File: config.mk
export PLATFORM = sky130hd
export DESIGN_NAME = jpeg_pipe_sequencer
export DESIGN_NICKNAME = d
export VERILOG_FILES = /design/src/rtl/jpeg_pipe_sequencer.sv
export SDC_FILE = /design/constraint.sdc
export NUM_CORES = 1
export LEC_CHECK = 0
export ABC_AREA = 1
export BUFFER_PORTS_ARGS = -buffer_cell sky130_fd_sc_hd__buf_2
export CORE_MARGIN = 5
export CORE_UTILIZATION = 45
export DETAILED_ROUTE_END_ITERATION = 7
export GPL_TIMING_DRIVEN = 0
export HOLD_SLACK_MARGIN = 0.08
export PLACE_DENSITY = 0.66
export SLEW_MARGIN = 5
export SYNTH_ARGS = -nofsm -noshare
export SYNTH_HDL_FRONTEND = slang
export SYNTH_SLANG_ARGS = --single-unit
File: constraint.sdc
create_clock -name clk -period 3.2 [get_ports clk]
set_clock_uncertainty 0.2 [all_clocks]
set_input_delay 0.32 -clock clk [delete_from_list [all_inputs] [get_ports clk]]
set_output_delay 0.32 -clock clk [all_outputs]
set_load 0.02 [all_outputs]
File: src/rtl/jpeg_pipe_sequencer.sv
// jpeg_pipe_sequencer
// Frame-level control sequencer for the row-serial JPEG pipeline
// (DCT -> transpose -> DCT -> transpose -> quantiser -> zig-zag).
//
// Build option: define JPEG_SEQ_STALL_EN to make the stall input freeze the
// sequencer. When the macro is undefined, stall is ignored and every RUN and
// DRAIN cycle is active.
//
// Ports:
//   clk        in   rising-edge clock
//   reset      in   asynchronous active-low reset, clears all state
//   start      in   frame request, sampled in IDLE only
//   frame_rows in   rows per frame, latched when start is accepted
//   stall      in   freezes the sequencer for the current cycle
//   in_rd      out  input memory read strobe
//   in_addr    out  input memory row address
//   out_wr     out  output memory write strobe
//   out_addr   out  output memory row address
//   pp_sel     out  ping-pong select, one bit per double-buffered stage
//   row_idx    out  row-within-block index for DCT2 / quantiser
//   busy       out  high in RUN and DRAIN
//   done       out  one-cycle end-of-frame pulse
module jpeg_pipe_sequencer #(
  parameter int                       ADDR_W    = 15,
  parameter int                       BLK_LOG2  = 3,
  parameter int                       NSTAGE    = 3,
  parameter int                       OFS_W     = 6,
  parameter logic [NSTAGE*OFS_W-1:0]  STAGE_OFS = {6'd18, 6'd9, 6'd0},
  parameter int                       OUT_LAT   = 28,
  parameter int                       ROW_OFS   = 3
) (
  input  logic                clk,
  input  logic                reset,
  input  logic                start,
  input  logic [ADDR_W-1:0]   frame_rows,
  input  logic                stall,
  output logic                in_rd,
  output logic [ADDR_W-1:0]   in_addr,
  output logic                out_wr,
  output logic [ADDR_W-1:0]   out_addr,
  output logic [NSTAGE-1:0]   pp_sel,
  output logic [BLK_LOG2-1:0] row_idx,
  output logic                busy,
  output logic                done
);

  typedef enum logic [1:0] {
    S_IDLE  = 2'd0,
    S_RUN   = 2'd1,
    S_DRAIN = 2'd2,
    S_DONE  = 2'd3
  } state_e;

  // Tick counter is one bit wider than the addresses so OUT_LAT + rows fits.
  localparam int                 TW         = ADDR_W + 1;
  localparam logic [TW-1:0]      OUT_LAT_T  = TW'(OUT_LAT);
  localparam logic [TW-1:0]      BLK_MASK_T = TW'((1 << BLK_LOG2) - 1);
  localparam logic [BLK_LOG2-1:0] ROW_OFS_B = BLK_LOG2'(ROW_OFS);

  // First toggle tick of stage k, widened to the tick width.
  function automatic logic [TW-1:0] stage_ofs(input int k);
    return TW'(STAGE_OFS[k*OFS_W +: OFS_W]);
  endfunction

  // Next ping-pong value for one stage in an active cycle at tick t.
  function automatic logic pp_next(input logic cur, input logic [TW-1:0] t,
                                   input logic [TW-1:0] ofs);
    logic nxt;
    if (t == ofs) begin
      nxt = 1'b1;
    end else if ((t > ofs) && (((t - ofs) & BLK_MASK_T) == '0)) begin
      nxt = ~cur;
    end else begin
      nxt = cur;
    end
    return nxt;
  endfunction

  state_e              state_q, state_d;
  logic [TW-1:0]       t_q, t_d;
  logic [ADDR_W-1:0]   in_addr_q, in_addr_d;
  logic [ADDR_W-1:0]   out_addr_q, out_addr_d;
  logic [ADDR_W-1:0]   rows_q, rows_d;
  logic [NSTAGE-1:0]   pp_q, pp_d;
  logic                rd_q, rd_d;
  logic                wr_q, wr_d;
  logic                busy_q, busy_d;
  logic                done_q, done_d;
  logic                stall_s;
  logic                active_s;
  logic                rd_now_s;
  logic                wr_now_s;

`ifdef JPEG_SEQ_STALL_EN
  assign stall_s = stall;
`else
  logic stall_unused_s;
  assign stall_unused_s = stall;
  assign stall_s        = 1'b0;
`endif

  // rd_q / wr_q hold the access scheduled for this cycle; a stall cancels it.
  assign active_s = ((state_q == S_RUN) || (state_q == S_DRAIN)) && !stall_s;
  assign rd_now_s = rd_q && !stall_s;
  assign wr_now_s = wr_q && !stall_s;

  // Next-state, counters and ping-pong selects.
  always_comb begin
    state_d    = state_q;
    t_d        = t_q;
    in_addr_d  = in_addr_q;
    out_addr_d = out_addr_q;
    rows_d     = rows_q;
    pp_d       = pp_q;
    case (state_q)
      S_IDLE: begin
        if (start) begin
          rows_d = frame_rows;
          if (frame_rows != '0) begin
            state_d    = S_RUN;
            t_d        = '0;
            in_addr_d  = '0;
            out_addr_d = '0;
            pp_d       = '0;
          end else begin
            state_d = S_DONE;
          end
        end else begin
          state_d = S_IDLE;
        end
      end
      S_RUN, S_DRAIN: begin
        if (active_s) begin
          t_d = t_q + TW'(1);
          for (int k = 0; k < NSTAGE; k++) begin
            pp_d[k] = pp_next(pp_q[k], t_q, stage_ofs(k));
          end
          if (rd_now_s) begin
            in_addr_d = in_addr_q + ADDR_W'(1);
          end else begin
            in_addr_d = in_addr_q;
          end
          if (wr_now_s) begin
            out_addr_d = out_addr_q + ADDR_W'(1);
          end else begin
            out_addr_d = out_addr_q;
          end
          // Last write wins over last read when both land in the same cycle.
          if (wr_now_s && (out_addr_q == rows_q - ADDR_W'(1))) begin
            state_d = S_DONE;
          end else if (rd_now_s && (in_addr_q == rows_q - ADDR_W'(1))) begin
            state_d = S_DRAIN;
          end else begin
            state_d = state_q;
          end
        end else begin
          state_d = state_q;
        end
      end
      S_DONE: begin
        state_d = S_IDLE;
      end
      default: begin
        state_d = S_IDLE;
      end
    endcase
  end

  // Registered strobes and status derived from the next state.
  always_comb begin
    busy_d = (state_d == S_RUN) || (state_d == S_DRAIN);
    done_d = (state_d == S_DONE);
    rd_d   = (state_d == S_RUN);
    wr_d   = busy_d && (t_d >= OUT_LAT_T) && (out_addr_d < rows_d);
  end

  // State and output registers.
  always_ff @(posedge clk or negedge reset) begin
    if (!reset) begin
      state_q    <= S_IDLE;
      t_q        <= '0;
      in_addr_q  <= '0;
      out_addr_q <= '0;
      rows_q     <= '0;
      pp_q       <= '0;
      rd_q       <= 1'b0;
      wr_q       <= 1'b0;
      busy_q     <= 1'b0;
      done_q     <= 1'b0;
    end else begin
      state_q    <= state_d;
      t_q        <= t_d;
      in_addr_q  <= in_addr_d;
      out_addr_q <= out_addr_d;
      rows_q     <= rows_d;
      pp_q       <= pp_d;
      rd_q       <= rd_d;
      wr_q       <= wr_d;
      busy_q     <= busy_d;
      done_q     <= done_d;
    end
  end

  assign in_rd    = rd_now_s;
  assign out_wr   = wr_now_s;
  assign in_addr  = in_addr_q;
  assign out_addr = out_addr_q;
  assign pp_sel   = pp_q;
  assign busy     = busy_q;
  assign done     = done_q;
  // Row index lags the tick by ROW_OFS rows, wrapping within the block.
  assign row_idx  = ((state_q == S_RUN) || (state_q == S_DRAIN))
                    ? (t_q[BLK_LOG2-1:0] - ROW_OFS_B) : '0;

endmodule

==> results of run 1 <==
==> cells by family after synthesis <==
family,synth area share
AND/OR/NAND/NOR,0.359
AO/OA/AOI/OAI,0.120
flip-flops,0.337
adder cells (fa/ha/maj),0.0698
buffers and inverters,0.105
XOR/XNOR,0.00843
==> worst max-delay path, delay by kind of cell (launching register included) <==
kind            cells  cell delay, ps
compound gates      1             320
fa+ha+maj           2             470
buf+inv             2             170
flops               1             430
simple gates       16            1440
==> state kept, by name, indices dropped and copies added, names as in the netlist, 2 cells and up <==
signal / cells
t_q: 16
pp_sel: 3
rows_q: 15
in_addr: 15
out_addr: 15
state_q: 2
==> final cells by class <==
class                      count  share of cell area
buffer                        11              0.0120
sequential                    70               0.279
clock buffer                  13              0.0430
inverter                     130              0.0779
tap                          143              0.0285
timing repair buffer          71              0.0689
multi-input combinational    569               0.489
clock inverter                 1            0.000797
==> per-stage QoR <==
step / hold WS [ps] / worst slack [ps] / setup TNS, ps / area [sq um] / util
floorplan: -176 / 262 / 0 / 5200 / -
global placement: 332 / -825 / -825 / 5660 / 0.498
detailed placement: -1.05 / -869 / -869 / 5690 / 0.501
CTS: 84.9 / 7.77 / 0 / 6140 / 0.540
global route: 118 / -39.8 / -39.8 / 6280 / 0.552
finish: 95.5 / 96.0 / 0 / 6280 / 0.552
==> power breakdown <==
| group | switching [mW] | internal, mW |
|---|---|---|
| Sequential | 0.0926 | 0.959 |
| Clock | 0.382 | 0.578 |
| Combinational | 0.474 | 0.251 |
==> timing repair <==
action                                  4_1_cts  5_1_grt
resized for setup                            24       35
hold buffers                                  3        0
endpoints found under the hold margin        72        0
pin swaps                                     4        7
endpoints found under the setup margin        1        1
buffers inserted                              8        2
==> worst paths after layout <==
| path | slack [ps] | to | cells after the start | start |
|---|---|---|---|---|
| min in group asynchronous | 170 | in_addr[7] | 2 | reset |
| max reg2reg | 100 | out_wr | 21 | rows_q[0] |
| max | 100 | out_wr | 21 | rows_q[0] |
| min | 100 | rows_q[2] | 3 | frame_rows[2] |
| min reg2reg | 360 | in_addr[4] | 1 | in_addr[4] |
| max in group asynchronous | 2070 | t_q[4] | 3 | reset |
==> cells in the final DEF, fill, tap and decap left out, drive strengths merged, types with 2 or more instances in the layout <==
master,synthesis,routed
a31oi,3,3
o31ai,2,2
xor2,5,5
nand2,215,215
ha,29,29
buf,5,73
nand3,82,82
a211oi,2,2
nand4,16,16
nor2,85,85
o21ai,55,55
dlygate4sd3,0,3
clkbuf,7,19
a21boi,3,3
clkinv,1,2
inv,129,129
nor3,19,19
dfrtp,70,70
o22ai,8,8
o211ai,2,2
a21oi,32,32
a21o,2,2
or2,2,2
==> per-layer routing <==
metal	vias up	routed length [microns]	global-route usage
met1	2501	6430	0.271
met4	2	574	0.0982
li1	2692	-	-
met2	157	7540	0.395
met3	42	837	0.0442
met5	-	13	0
==> results.cfg, run 1 <==
[run_status]
status = complete, no violations

[setup_path]
startpoint_type = flip-flop
crit_path_cell_trace = inv_2 > ha_2 > nand2_2 > nor2_4 > nand2_1 > nand2_1 > nand2_1 > nand2_1 > nand2_1 > inv_1 > nand2_1 > nor2_1 > nand2_2 > nand2_1 > nand2_1 > nand2_1 > nand2_2 > ha_4 > a2111oi_4 > nand2_1 > nor2_1
critical_path_peak_fanout = 6
worstSetupPathType = reg -> reg
cp.required_ps = 3270
cp-end-kind = flip-flop
crit_arrival_ps = 3180
cell_seen_most_often_among_critical_path_stages = nand2_1
cpMaxStageDelayCell = dfrtp_1
cpPeakStageDelay_ps = 430

[sta]
timing.fmax_mhz = 322
worstMarginPinSlew_ps = 458
timing.final.hold_violations = 0
slew_headroom = 0.694
period_share = 0.970
setup_viol = 0
timing.final.max_slew_violations = 0
timing.final.crit_period_ps = 3100

[drt]
vias_per_cell = 5.35
detail-route-antenna-nets = 0
route.final.wire_length_microns = 15400
drc = 0
routed_wirelength_normalized_by_instance_count_microns = 15.3
initialDrtViolationCount = 344
drtPass1Iterations = 5
detailroute.via_count = 5394

[cells_and_area]
final.fill_count = 1104
num_antenna_cells = 0
synthToLayoutAreaGrowth_pct = 20.8
layout-drive-gt1-share = 0.186
layoutNonFillerInstCount = 1008
area_occupied_by_multi_input_gates_sq_mm = 0.00307
layout.area.seq_sq_mm = 0.00176
fin_nets = 910

[logic_synthesis]
netlist_top_cells_area = dfrtp_1 (34%), nand2_1 (15%), inv_1 (9.0%)
yosys.cell_count.top_type = nand2_1
synth.avg_cell_area_sq_um = 6.65
syn_area_sq_mm = 0.00520
yosys.area.top_type = dfrtp_1
yosys_register_bits = 70
postSynthCellCount = 781
synth_edf_count = 0
asyncSetResetFlopFracSynth = 1.00
synth.yosys.warnings = 0
synth_nets = 829
netlist_top_cells_count = nand2_1 (204), inv_1 (124), nand3_1 (80), nor2_1 (77), dfrtp_1 (70)
yosysUniqueCellTypes = 42
dominantRegCellSynth = dfrtp_1
synth.top_cell.area_share = 0.337
synth_seq_area_share = 0.337

[min_path]
worstHoldPathType = in -> reg

[global_route]
global_route_wire_length_before_repair_microns = 25500
grt_max_degree = 57
track_usage = 0.227
antenna_found_initial = 1
first_global_vias = 5239
grt_remaining_overflow = 0

[pwr]
powerDensity_mw_per_mm2 = 436
vdd_drop_max_v = 0.000296
total_leakage_power_nw = 3.22
report.power.total_mw = 2.74

[floorplan]
floorplan.die_area_sq_mm = 0.0138
die-width_microns = 117
row_count = 39
die_height_microns = 117
ios = 59
initial_utilization = 0.457
design.core.area_sq_mm = 0.0114

[clock_network]
clock_tree_from_tritoncts = done
htree_num_levels = 3
cts_sinks = 70
worstSkewPairLatency_ps = 350
tritoncts.num_buffers = 9
path_clk_slew_ps = 50
cts-root-buf = clkbuf_16
cts.path.max_buffers = 2

[job]
cap_viol_max_count = 0

[placement]
portBuffers = 57
dp.final_hpwl_microns = 11900
numPlacedInstances = 982
gp_congestion = 0.922
No activity file was read; power rests on OpenSTA's default activity.
==> run 2, diff against run 1 <==
- CORE_ASPECT_RATIO: not set -> 0.8
==> results.cfg, run 2 (synthesis results as in run 1) <==
[min_path]
hold_path.startpoint = frame_rows[0]
worstHoldPathType = in -> reg
timing.hold.worst_endpoint = rows_q[0]
worst_hold_path_cells = 3

[drt]
detail-route-antenna-nets = 0
detailroute.via_count = 5622
route.final.wire_length_microns = 16900
routed_wirelength_normalized_by_instance_count_microns = 16.5
drc = 0
drtPass1Iterations = 5
vias_per_cell = 5.48
initialDrtViolationCount = 489

[pwr]
powerDensity_mw_per_mm2 = 436
report.power.total_mw = 2.82
total_leakage_power_nw = 3.28
vdd_drop_max_v = 0.000227

[sta]
timing.final.ws_setup_ps = 112
timing.final.crit_period_ps = 3090
final.setup.tns_ps = 0
timing.final.hold_violations = 0
slew_headroom = 0.661
timing.final.max_slew_violations = 0
setup_viol = 0
timing.fmax_mhz = 324
worstMarginPinSlew_ps = 503
period_share = 0.965

[setup_path]
startpoint_type = flip-flop
cp-end-kind = flip-flop
crit-reg2reg-launch = state_q[0]
crit_arrival_ps = 3170
cpMaxStageDelayCell = dfrtp_1
r2r_setup_slack_ps = 110
cpPeakStageDelay_ps = 370
worstSetupPathType = reg -> reg
worstRegToRegCells = 19
worstReg2RegEnd = out_wr
cp.required_ps = 3280
crit_path_cell_trace = inv_1 > ha_2 > buf_6 > inv_2 > nor2_4 > inv_2 > buf_8 > buf_4 > nor3_2 > o22ai_1 > inv_1 > ha_1 > a21oi_2 > o21ai_2 > nand3_1 > a21oi_2 > a2111oi_4 > nand2_1 > nor2_1
critical_path_peak_fanout = 6

[floorplan]
die_height_microns = 106
floorplan.die_area_sq_mm = 0.0138
initial_utilization = 0.455
design.core.area_sq_mm = 0.0114
die-width_microns = 130
ios = 59
row_count = 35

[cells_and_area]
largest_reg_flops = 16
final.fill_count = 1124
mostFrequentLayoutCell = nand2_1
registers.top_by_ff_count = t_q
num_antenna_cells = 0
layout_common_cells = nand2_1 (195), inv_1 (118), nand3_1 (78)
post-route-util = 0.565
area_occupied_by_multi_input_gates_sq_mm = 0.00316
synthToLayoutAreaGrowth_pct = 24.3
layout-drive-gt1-share = 0.210
fin_nets = 920
layout.area.seq_sq_mm = 0.00175

[clock_network]
worstSkewPairLatency_ps = 350
path_clk_slew_ps = 60
cts-root-buf = clkbuf_16
cts.path.max_buffers = 2
clock_tree_from_tritoncts = done
htree_num_levels = 3
tritoncts.num_buffers = 9
cts_sinks = 70

[run_status]
status = complete, no violations

[placement]
gp_congestion = 0.887
dp.final_hpwl_microns = 12700
place_worst_setup_slack_ps = -970
portBuffers = 57

[global_route]
first_global_vias = 5125
antenna_found_initial = 0
global_route_wire_length_before_repair_microns = 26400
grt_max_degree = 43
grt_remaining_overflow = 0
track_usage = 0.245

[job]
cap_viol_max_count = 0
==> run 2: cell count changes in the layout (fill, tap and decap cells not counted), moves of 2 or more <==
cell,change
buf_4,+9
dlygate4sd3_1,+2
ha_1,-2
ha_4,+3
inv_1,-3
inv_2,+2
nand2_1,-2
nor2_1,-4
nor2_2,+2
nor2_4,+2
o21ai_1,+2
==> run 2: through the flow <==
stage | std cells | cell area, sq um | hold WS (ps)
floorplan | 781 | 5200 | -176
global placement | 986 | 5670 | 327
detailed placement | 987 | 5700 | 97.8
CTS | 1015 | 6230 | 81.2
global route | 1025 | 6460 | 96.6
finish | 1025 | 6460 | 96.0
==> run 2: timing repair <==
item	in CTS	in global routing
resized for setup	43	39
pin swaps	6	26
hold buffers	5	0
setup endpoints to repair	2	1
hold endpoints to repair	32	0
setup buffers	8	10
==> run 2: worst max-delay path by stage <==
stage,start,end,slack [ps],cells past startpoint
after detailed placement,state_q[0],out_wr,-970,15
final,state_q[0],out_wr,110,19
after CTS,out_addr[1],out_wr,8,18
after global placement,state_q[0],out_wr,-980,15
after floorplan,state_q[0],out_wr,260,19
after global routing,state_q[1],out_wr,-50,19
==> run 2: per-layer routing <==
metal	part of all wire	global-route usage	vias to the layer above	wire, microns
met1	0.48	0.368	2644	8110
met3	0.087	0.0558	27	1470
li1	-	-	2712	-
met4	0.019	0.0682	0	325
met2	0.41	0.349	239	7000
met5	0	0	-	0
==> run 2: report_power, final <==
part	switching (mW)	total, mW	internal (mW)
Clock	0.404	0.991	0.586
Combinational	0.501	0.773	0.271
Sequential	0.0941	1.05	0.958
==> run 2: critical path: cells and delay by family (launching register included) <==
kind,cells,cell delay [ps]
fa+ha+maj,2,620
buf+inv,7,720
flops,1,370
simple gates,5,390
compound gates,5,700
==> run 2: cell type report <==
cell class,count,share of cell area
Buffer,11,0.0126
Clock buffer,13,0.0418
Clock inverter,3,0.00271
Inverter,130,0.0761
Multi-Input combinational cell,569,0.489
Sequential cell,70,0.272
Tap cell,148,0.0287
Timing Repair Buffer,81,0.0775
